--- src/rtl/register_file_pkg.sv ---
// Datapath-wide constants and types shared by decode, the register file and the ALU.
package register_file_pkg;

  localparam int DATA_W   = 16;
  localparam int ADDR_W   = 4;
  localparam int NUM_REGS = 2 ** ADDR_W;

  typedef logic [ADDR_W-1:0] reg_addr_t;
  typedef logic [DATA_W-1:0] word_t;

endpackage : register_file_pkg

--- src/rtl/regfile_read_port.sv ---
// Combinational 2**ADDR_W:1 read mux; zero latency, no flow control.
module regfile_read_port #(
  parameter int DATA_W = 16,
  parameter int ADDR_W = 4
) (
  input  logic [DATA_W-1:0] regs [2**ADDR_W],
  input  logic [ADDR_W-1:0] addr,
  output logic [DATA_W-1:0] data
);

  assign data = regs[addr];

endmodule : regfile_read_port

--- src/rtl/register_file.sv ---
// 2-read / 1-write register file; writes land at the clock edge, reads are combinational
// with no write bypass, so a read of the register being written shows the old value until the edge.
module register_file #(
  parameter int DATA_W = register_file_pkg::DATA_W,
  parameter int ADDR_W = register_file_pkg::ADDR_W
) (
  input  logic              clk,
  input  logic              reset,
  input  logic              regWrite,
  input  logic [ADDR_W-1:0] srcRegA,
  input  logic [ADDR_W-1:0] srcRegB,
  input  logic [ADDR_W-1:0] destReg,
  input  logic [DATA_W-1:0] writeData,
  output logic [DATA_W-1:0] outBusA,
  output logic [DATA_W-1:0] outBusB
);

  localparam int NREGS = 2 ** ADDR_W;

  logic [DATA_W-1:0] regs [NREGS];

  for (genvar i = 0; i < NREGS; i++) begin : g_reg
    logic              we;
    logic [DATA_W-1:0] q;

    assign we = regWrite && (destReg == ADDR_W'(i));

    // Reset wins over a write on the same edge.
    always_ff @(posedge clk) begin
      if (reset) begin
        q <= '0;
      end else if (we) begin
        q <= writeData;
      end
    end

    assign regs[i] = q;
  end

  regfile_read_port #(
    .DATA_W (DATA_W),
    .ADDR_W (ADDR_W)
  ) u_read_a (
    .regs (regs),
    .addr (srcRegA),
    .data (outBusA)
  );

  regfile_read_port #(
    .DATA_W (DATA_W),
    .ADDR_W (ADDR_W)
  ) u_read_b (
    .regs (regs),
    .addr (srcRegB),
    .data (outBusB)
  );

endmodule : register_file

--- config.mk ---
export PLATFORM = sky130hd
export DESIGN_NAME = register_file
export DESIGN_NICKNAME = d
export VERILOG_FILES = /design/src/rtl/register_file_pkg.sv /design/src/rtl/regfile_read_port.sv /design/src/rtl/register_file.sv
export SDC_FILE = /design/constraint.sdc
export NUM_CORES = 1
export LEC_CHECK = 0
export CAP_MARGIN = 20
export CORE_MARGIN = 1.5
export CORE_UTILIZATION = 31
export CTS_BUF_LIST = sky130_fd_sc_hd__clkbuf_8
export DETAILED_ROUTE_END_ITERATION = 10
export PLACE_DENSITY = 0.51
export RECOVER_POWER = 25
export SLEW_MARGIN = 25
export SYNTH_ARGS = -nofsm -noshare
export SYNTH_HDL_FRONTEND = slang
export SYNTH_SLANG_ARGS = --single-unit
--- constraint.sdc ---
create_clock -name clk -period 1.32 [get_ports clk]
set_input_delay 0.132 -clock clk [delete_from_list [all_inputs] [get_ports clk]]
set_output_delay 0.132 -clock clk [all_outputs]
set_load 0.01 [all_outputs]
==> results.toml <==
[run_status]
outcome = "finished, violations left"
violations = "setup timing"

[floorplan]
start_util = 0.315
die_area_um2 = 45300
core_area_um2 = 43300
fp.dieH_um = 213
num_io_pins = 63
placementRows = 76
die_x_um = 213

[placed_design]
portBuffers = 62
dp_cells = 2077
gp_congestion = 0.784
place_area_um2 = 16300
hpwlAfterDp_mm = 32.4

[clocking]
numCtsBuffers = 45
clock_sinks = 256
clk_latency_ns = 0.58
clkTransAtPathRegs_ns = 0.06
clk_path_buf_depth = 3
htreeDepth = 2
cts_tree = "done"
root_buffer = "clkbuf_8"

[synth]
ys_ff_latch = 256
synth-compound-area-share = 0.223
syn_area_um2 = 13600
synthDistinctLibCells = 25
synth-edff-count = 0
synth-simple-area-share = 0.114
ys_warn_count = 0
synth.avg_cell_area_um2 = 9.19
synth_top_family_by_area = "compound AO/OA/AOI/OAI gates"
synth_mux_area_frac = 0.219
syn-instance-count = 1484
synth_fa_ha_area_frac = 0
yosysSeqAreaShare = 0.376
ys_async_sr_fraction = 0
synth_ff_type = "dfxtp_1"
syn_nets = 1515
synth_xor_area_frac = 0

[cells_and_area]
final_util = 0.401
stdcell_count = 2155
drive_gt1_frac = 0.324
largest_reg_flops = 256
regMostFlops = "g.q"
final_cell_mix = "256 x nand3_1, 256 x o21ai_0, 256 x a21oi_1"
fin_area_um2 = 17300
diodes = 0
area_growth_pct = 27.1
reg_top3 = "g.q (256)"
fin_nets = 1570

[sta]
setup_viol_count_final = 32
relSlewSlack = 0.699
fin_crit_sh = 1.55
worst_slew_pin_slew_ns = 0.451
drv_slew = 0
fin_tns_setup_ns = -20.34
rsz0062_at_grt = "yes"
skew_ns = 0
setup_slack_ns = -0.725
fmax_ghz = 0.489
hold_viol_final = 0
period_needed_ns = 2.05

[setup_path]
cp_max_fo = 3
slowest_stage = "mux4_2"
cp_data_arrival_time_ns = 1.91
regToRegStartpoint = "g_reg[8].q[14]"
reg2reg_to = "g_reg[8].q[14]"
worst-path-stages = 5
reg2reg_depth = 2
worstPathCellList = "mux4_2 > a22oi_2 > buf_4 > nand2_4 > buf_6"
path_buf_inv = 2
startpoint_type = "register"
cp_slowest_stage_delay_ns = 0.50
regToRegSetupSlack_ns = 0.62
crit_family = "multiplexers"
cp_data_required_time_ns = 1.19
endpoint_kind = "output pin"
path_class = "register to output pin"

[hold_path]
holdPathStages = 4
hold_class = "input port to register"
min_to = "g_reg[3].q[10]"
hp-start = "writeData[10]"

[routing]
ant_nets = 0
drc = 0
avgViaCountPerCell = 6.01
avgRoutedWirePerCell_um = 24.2
routed_wl_mm = 52.2
drt_iter0_markers = 1301
drtPass1Iterations = 5
vias = 13000

[power_and_ir_drop]
ir_worst_vdd_mv = 0.504
p_per_area_nw_per_um2 = 1020
p_leak_nw = 5.73
total_power_w = 0.0177

[global_route]
grt_max_degree = 65
grt_use_total = 0.229
grt_pass1_wl_mm = 79.2
antenna_found_initial = 0
grt_pass1_vias = 12800
grt.overflow.total = 0

[run]
cap_violations = 0
## tightest hold or removal path: stages
cell and delay (ns):
clkdlybuf4s50_1 0.45, buf_12 0.17, nand3_1 0.07, a21oi_1 0.05
## timing repair
| item | CTS | global route |
|---|---|---|
| endpoints found under the setup margin | 32 | 32 |
| hold buffers | 1 | 0 |
| buffers inserted | 0 | 0 |
| cloned | 0 | 0 |
| hold endpoints to repair | 29 | 0 |
| gates resized for setup | 252 | 31 |
| pin swaps | 64 | 19 |
## synthesized netlist by cell type (3+ instances only)
cell      instances  share of area
nand3_1         257          0.094
a21oi_1         256          0.094
dfxtp_1         256           0.38
o21ai_0         256          0.094
clkbuf_1        129          0.035
mux4_2          101           0.17
a22oi_1          64          0.035
buf_2            47          0.017
nand2_1          33         0.0091
mux4_1           27          0.052
buf_1            21         0.0058
buf_6             8         0.0066
buf_4             6         0.0033
nor2b_1           6         0.0028
and2_1            3         0.0014
## cell families (layout without fill, tap and decap cells)
logic type,Yosys count,after routing
buffers and inverters,212,298
flip-flops,256,256
multiplexers,128,128
AO/OA/AOI/OAI,576,576
AND/OR/NAND/NOR,312,312
## cell type report
cell class | count | area, µm²
repair buffers | 220 | 2700
well taps | 585 | 732
fillers | 4262 | 25900
multi-input cells | 1016 | 7860
clock buffers | 56 | 771
flip-flops and latches | 256 | 5180
clock inverters | 22 | 103
## how the worst max path moves through the flow
stage / slack [ns] / endpoint / from
6_report: -0.73 / outBusA[3] / g_reg[11].q[3]
5_1_grt: -0.78 / outBusB[3] / g_reg[11].q[3]
4_1_cts: -0.75 / outBusB[3] / g_reg[11].q[3]
3_5_place_dp: -0.82 / outBusB[15] / srcRegB[0]
3_3_place_gp: -0.82 / outBusA[13] / srcRegA[0]
2_1_floorplan: -0.03 / outBusB[4] / srcRegB[0]
## per-layer routing
| metal | global-route usage | up-vias | wire length, µm |
|---|---|---|---|
| met4 | 0.0724 | 0 | 1320 |
| met2 | 0.375 | 585 | 25000 |
| met5 | 0 | - | 0 |
| met3 | 0.0282 | 73 | 3770 |
| li1 | - | 5701 | - |
| met1 | 0.315 | 6601 | 22100 |
## metrics by stage
stage                     setup WS, ns  hold slack (ns)
final                           -0.725            0.323
after floorplan                -0.0330            0.447
after detailed placement        -0.818            0.476
after global routing            -0.783            0.326
after global placement          -0.816            0.467
after CTS                       -0.747            0.298
## where the power goes
part	switching (W)	internal (W)	total, W
clock	0.00347	0.00381	0.00727
sequential	0.0000683	0.00783	0.00790
combinational	0.00153	0.00103	0.00256
No activity file was read; power rests on OpenSTA's default activity.
